===== src/rtl/comptest_pkg.sv =====
// Shared definitions for the distrip triad decoder bank.
// Holds the per-channel FSM state encoding, the default widths of the
// persistence setting and the skip counters, and the triad length.
package comptest_pkg;

    typedef enum logic [1:0] {
        ST_IDLE  = 2'd0,
        ST_STRIP = 2'd1,
        ST_HS    = 2'd2,
        ST_HOLD  = 2'd3
    } triad_state_e;

    localparam int PW_DEFAULT = 4;
    localparam int CW_DEFAULT = 16;
    localparam int TRIAD_LEN  = 3;

endpackage


===== src/rtl/triad_chan.sv =====
// Single distrip channel: deserialises a start/strip/half-strip triad into a
// one-hot half-strip hit, stretches the hit for persist+1 clocks, flags and
// counts triads that arrive while the hit is still being held.
//
// Ports:
//   clk           LCT clock
//   _reset        synchronous active-low reset
//   distrip       serial triad bit for this channel
//   enable        channel mask bit, 0 forces IDLE and silences outputs
//   persist       hit hold length minus 1, latched at the half-strip bit
//   skip_cnt_clr  synchronous clear of the skip counter
//   halfstrips    registered one-hot hit, index {strip_bit, hs_bit}
//   triad_skip    1-clock pulse per skipped triad
//   skip_cnt      saturating count of skipped triads
//
// state | meaning
// ------+--------------------------------------------------
// IDLE  | waiting for a start bit
// STRIP | next distrip bit is the strip bit
// HS    | next distrip bit is the half-strip bit
// HOLD  | hit held, hold_cnt clocks remain after this one
module triad_chan
    import comptest_pkg::*;
#(
    parameter int PW = PW_DEFAULT,
    parameter int CW = CW_DEFAULT
) (
    input  logic          clk,
    input  logic          _reset,
    input  logic          distrip,
    input  logic          enable,
    input  logic [PW-1:0] persist,
    input  logic          skip_cnt_clr,
    output logic [3:0]    halfstrips,
    output logic          triad_skip,
    output logic [CW-1:0] skip_cnt
);

    localparam logic [PW-1:0] HOLD_STEP = 1;
    localparam logic [CW-1:0] CNT_STEP  = 1;

    triad_state_e  state, state_nxt;
    logic [PW-1:0] hold_cnt, hold_cnt_nxt;
    logic          strip_bit, hs_bit;
    logic          skip;
    logic [3:0]    hit_onehot;

    assign hit_onehot = 4'b0001 << {strip_bit, hs_bit};

    always_comb begin
        state_nxt    = state;
        hold_cnt_nxt = hold_cnt;
        skip         = 1'b0;
        if (!enable) begin
            state_nxt    = ST_IDLE;
            hold_cnt_nxt = '0;
        end else begin
            case (state)
                ST_IDLE:  if (distrip) state_nxt = ST_STRIP;
                ST_STRIP: state_nxt = ST_HS;
                ST_HS: begin
                    state_nxt    = ST_HOLD;
                    hold_cnt_nxt = persist;
                end
                ST_HOLD: begin
                    // A start bit during the hold (final cycle included) is
                    // discarded; the current hit runs to completion.
                    skip = distrip;
                    if (hold_cnt == '0) state_nxt = ST_IDLE;
                    else                hold_cnt_nxt = hold_cnt - HOLD_STEP;
                end
                default: state_nxt = ST_IDLE;
            endcase
        end
    end

    always_ff @(posedge clk) begin
        if (!_reset) begin
            state      <= ST_IDLE;
            hold_cnt   <= '0;
            strip_bit  <= 1'b0;
            hs_bit     <= 1'b0;
            halfstrips <= '0;
            triad_skip <= 1'b0;
            skip_cnt   <= '0;
        end else begin
            state    <= state_nxt;
            hold_cnt <= hold_cnt_nxt;
            if (enable && state == ST_STRIP) strip_bit <= distrip;
            if (enable && state == ST_HS)    hs_bit    <= distrip;
            // Hit lags the HOLD state by one clock, giving the k+3 latency.
            halfstrips <= (enable && state == ST_HOLD) ? hit_onehot : 4'b0000;
            triad_skip <= skip;
            // Clear wins over a coincident skip; the pulse is still emitted.
            if (skip_cnt_clr)
                skip_cnt <= '0;
            else if (skip && skip_cnt != '1)
                skip_cnt <= skip_cnt + CNT_STEP;
        end
    end

endmodule


===== src/rtl/triad_decoder_bank.sv =====
// Bank of NCH distrip triad decoders with hit stretching and skip counting,
// plus registered OR summaries of the hits and skip pulses.
//
// Ports:
//   clk           LCT clock
//   _reset        synchronous active-low reset
//   distrip       serial triad input, one bit per channel
//   chan_mask     1 = channel enabled
//   persist       hit hold length minus 1
//   skip_cnt_clr  synchronous clear of all skip counters
//   halfstrips    channel c at [4c+3:4c]
//   triad_skip    per-channel skip pulse
//   any_skip      registered OR of triad_skip
//   hit_any       registered OR of halfstrips
//   skip_cnt      channel c counter at [CW*c+CW-1:CW*c]
module triad_decoder_bank
    import comptest_pkg::*;
#(
    parameter int NCH = 8,
    parameter int PW  = PW_DEFAULT,
    parameter int CW  = CW_DEFAULT
) (
    input  logic              clk,
    input  logic              _reset,
    input  logic [NCH-1:0]    distrip,
    input  logic [NCH-1:0]    chan_mask,
    input  logic [PW-1:0]     persist,
    input  logic              skip_cnt_clr,
    output logic [4*NCH-1:0]  halfstrips,
    output logic [NCH-1:0]    triad_skip,
    output logic              any_skip,
    output logic              hit_any,
    output logic [CW*NCH-1:0] skip_cnt
);

    for (genvar c = 0; c < NCH; c++) begin : g_chan
        triad_chan #(
            .PW(PW),
            .CW(CW)
        ) u_chan (
            .clk          (clk),
            ._reset       (_reset),
            .distrip      (distrip[c]),
            .enable       (chan_mask[c]),
            .persist      (persist),
            .skip_cnt_clr (skip_cnt_clr),
            .halfstrips   (halfstrips[4*c +: 4]),
            .triad_skip   (triad_skip[c]),
            .skip_cnt     (skip_cnt[CW*c +: CW])
        );
    end

    always_ff @(posedge clk) begin
        if (!_reset) begin
            any_skip <= 1'b0;
            hit_any  <= 1'b0;
        end else begin
            any_skip <= |triad_skip;
            hit_any  <= |halfstrips;
        end
    end

endmodule


===== config.mk =====
export PLATFORM = sky130hd
export DESIGN_NAME = triad_decoder_bank
export DESIGN_NICKNAME = d
export VERILOG_FILES = /design/src/rtl/comptest_pkg.sv /design/src/rtl/triad_chan.sv /design/src/rtl/triad_decoder_bank.sv
export SDC_FILE = /design/constraint.sdc
export NUM_CORES = 1
export LEC_CHECK = 0
export BUFFER_PORTS_ARGS = -buffer_cell sky130_fd_sc_hd__buf_2
export CAP_MARGIN = 20
export CORE_ASPECT_RATIO = 1.4
export CORE_UTILIZATION = 57
export DETAILED_ROUTE_END_ITERATION = 10
export PLACE_DENSITY_LB_ADDON = 0.3
export SLEW_MARGIN = 20
export SYNTH_ARGS = -nofsm -noshare
export SYNTH_HDL_FRONTEND = slang
export SYNTH_SLANG_ARGS = --single-unit

===== constraint.sdc =====
create_clock -name clk -period 2.35 [get_ports clk]
set_input_delay 0.1175 -clock clk [delete_from_list [all_inputs] [get_ports clk]]
set_output_delay 0.1175 -clock clk [all_outputs]
set_load 0.1 [all_outputs]

==> metrics <==
via count ~11000; Worst setup SP type flip-flop; Critical Path End Type flip-flop; ant diodes 0; synth cell count leaders dfxtp_1, nor2_1, nand2_1, a21oi_1, nand3_1; HPWL Detailed 20900 um; GPL Wtd Cong about 0.86; FF+latch count, synth between 200 and 250; global route total overflow 0; worst slew margin relative to its limit 0.443; ys flop type dfxtp_1; Mapped Nets around 1400; gr usage total 0.273; Clock Root Buffer clkbuf_16; final hold vios 0; Worst R2R Start g_chan[0].u_chan.state[0]; Power Density between 500 and 600 mW/mm^2; Hold Path Class in2reg; Via density ~5.8; Mapped Avg Cell Area around 8.4 sq um; Top Ports 193; 1st-pass router iterations 5; Die Wd approximately 120 um; Final period util 0.897; DRC Markers 0; fmax 474 MHz; Hold Crit Endpoint g_chan[3].u_chan.hold_cnt[1]; most common cell in the netlist dfxtp_1; Max Cap Viol 0; WL per Instance between 15 and 20 um; Worst Hold Depth 3; Final setup viols 0; register area share after synthesis 0.411; core box area around 0.019 sq mm; Area growth syn-to-layout 19.7%; Final Power approximately 7800 uW; crit-path max FO 11; Std-Cell Rows 60; Post-synth EDFFs 0; Worst Skew roughly 13 ps; largest net degree at the start of global routing 47; vias in the first global route 9915; Iteration-0 DRC Markers 540; Worst EP arrival 2510 ps; Post-Syn Area 0.0114 sq mm; CTS clk-pin slew, worst paths roughly 60 ps; Num CTS Buffers 23; share of cells above drive strength 1 0.207; Die Y-Extent 169 um; Reg2Reg Depth 6; main area contributors after synthesis dfxtp_1, ha_1, nor2_1; Min Clock Period, post-route 2110 ps; Clock Tree Buf Depth 3; Detail Route Antenna Nets 0; total of warnings raised by yosys 0; Setup CP Type reg2reg; setup_tns 0 ps; Max VDD drop 0.000578 V; hold wc startpoint persist[1]; Data required, critical path around 2800 ps; LEAKAGE 0.00539 uW; distinct cell type count after synthesis 63; Post-Route WL 28600 um; layout net count ~1700; antenna violations before repair 0; H-tree depth 1; Slew Viols, Final 0; post-synthesis cell count ~1400; port bufs around 190; Synth top area share 0.411; DIE AREA between 0.02 and 0.025 sq mm; RSZ-0062 raised after global routing false; top cell type by total area after synthesis dfxtp_1; CTS sink count 234; starting density of the core 0.588; first-pass GRT wire length 46300 um; FF-to-FF End g_chan[0].u_chan.skip_cnt[13]; Worst-Margin Slew 827 ps; Placement Cell Area 0.0127 sq mm; CTS tree yes; ys async rst share 0; clock latency on the worst-skew pair between 500 and 600 ps; final instance area roughly 0.014 sq mm; setup slack, reg-to-reg around 240 ps; status finished, final reports clean
sequential cells by signal, indices dropped and copies added, names as in the netlist:
register	flops
g_chan.u_chan.state	16
hit_any	1
g_chan.u_chan.hold_cnt	32
g_chan.u_chan.triad_skip	8
g_chan.u_chan.skip_cnt	128
any_skip	1
g_chan.u_chan.halfstrips	32
g_chan.u_chan.hs_bit	8
g_chan.u_chan.strip_bit	8
cells in the final DEF (no fill, tap or decap), types with 4 or more instances in the layout:
master         Yosys  layout
xnor2_1           60      60
mux2i_1           12      12
a211oi_1          35      35
xor2_1            24      24
dlygate4sd3_1      0      27
buf_4              9      21
o21ai_0           39      39
dfxtp_1          234     179
a31oi_1           15      15
nand3b_1           6       6
dfxtp_2            0      55
a21oi_1           81      81
nor3b_1            9       9
clkbuf_1          27       8
nand2b_1           9       8
clkbuf_16          0      23
o21ai_1            5       5
nand4_1           45      45
inv_1             53      53
or3_1             22      22
ha_1              63      63
nor3_1            62      62
buf_2             10     192
a21o_1             5       5
clkbuf_8           0       4
and4_1             9       9
clkinv_2           0       5
nand3_1           70      70
nor4b_1            5       5
nor4_2             5       6
nor2b_1           30      30
or3b_1             5       5
nor4_1            23      22
nand2_1          105     105
and3_1            31      31
nor2_1           187     187
routing by layer:
layer	wire length [um]	global-route usage	vias up
met5	0	0	-
met4	1010	0.110	0
met3	1470	0.0356	79
met2	14000	0.484	285
met1	12100	0.328	4980
li1	-	-	5208
what timing repair did:
item,in CTS,in global routing
endpoints found under the setup margin,0,1
hold buffers,27,0
setup buffers,0,0
hold endpoints to repair,25,0
gates resized for setup,0,1
worst max-delay path: stages, from the launching register on:
cell and delay, ps:
dfxtp_1 400, ha_1 360, and3_1 270, nand2_1 100, nor4_2 490, a31oi_1 160, a41o_1 210
worst max-delay path by stage:
stage | end | from
2_1_floorplan | g_chan[3].u_chan.skip_cnt[10] | g_chan[3].u_chan.skip_cnt[14]
3_3_place_gp | g_chan[4].u_chan.skip_cnt[14] | g_chan[4].u_chan.state[0]
3_5_place_dp | g_chan[0].u_chan.skip_cnt[15] | g_chan[0].u_chan.state[0]
4_1_cts | g_chan[6].u_chan.skip_cnt[11] | g_chan[6].u_chan.state[0]
5_1_grt | g_chan[4].u_chan.skip_cnt[12] | g_chan[4].u_chan.state[0]
6_report | g_chan[0].u_chan.skip_cnt[13] | g_chan[0].u_chan.state[0]
logic make-up after synthesis:
family                     Yosys count  share of synthesized area
xor gates and xnor gates            84                     0.0646
and+or+nand+nor                    650                      0.296
DFF                                234                      0.411
buffers and inverters              102                     0.0378
AOI/OAI and AO/OA                  203                      0.107
adders and majority gates           63                     0.0692
muxes                               15                     0.0135
stage by stage:
step / util / worst slack, ps / hold slack [ps] / std cells
floorplan: - / 0.846 / 231 / 1351
finish: 0.704 / 241 / 11.1 / 1832
detailed placement: 0.654 / 264 / 404 / 1764
global placement: 0.654 / 353 / 406 / 1764
global route: 0.704 / 108 / 12.7 / 1832
CTS: 0.704 / 225 / 2.53 / 1832
power by group:
part	internal, uW	switching, uW
clock network	1940	1540
logic	122	219
registers	3990	24.2
final cells by class:
type	instances	area, sq um
clock buffers	35	661
clock inverters	6	32.5
fillers	1532	5730
inverters	54	203
multi-input cells	1015	6290
flip-flops and latches	234	4750
well taps	248	310
repair buffers	240	1390
(Power assumes the default switching activity.)
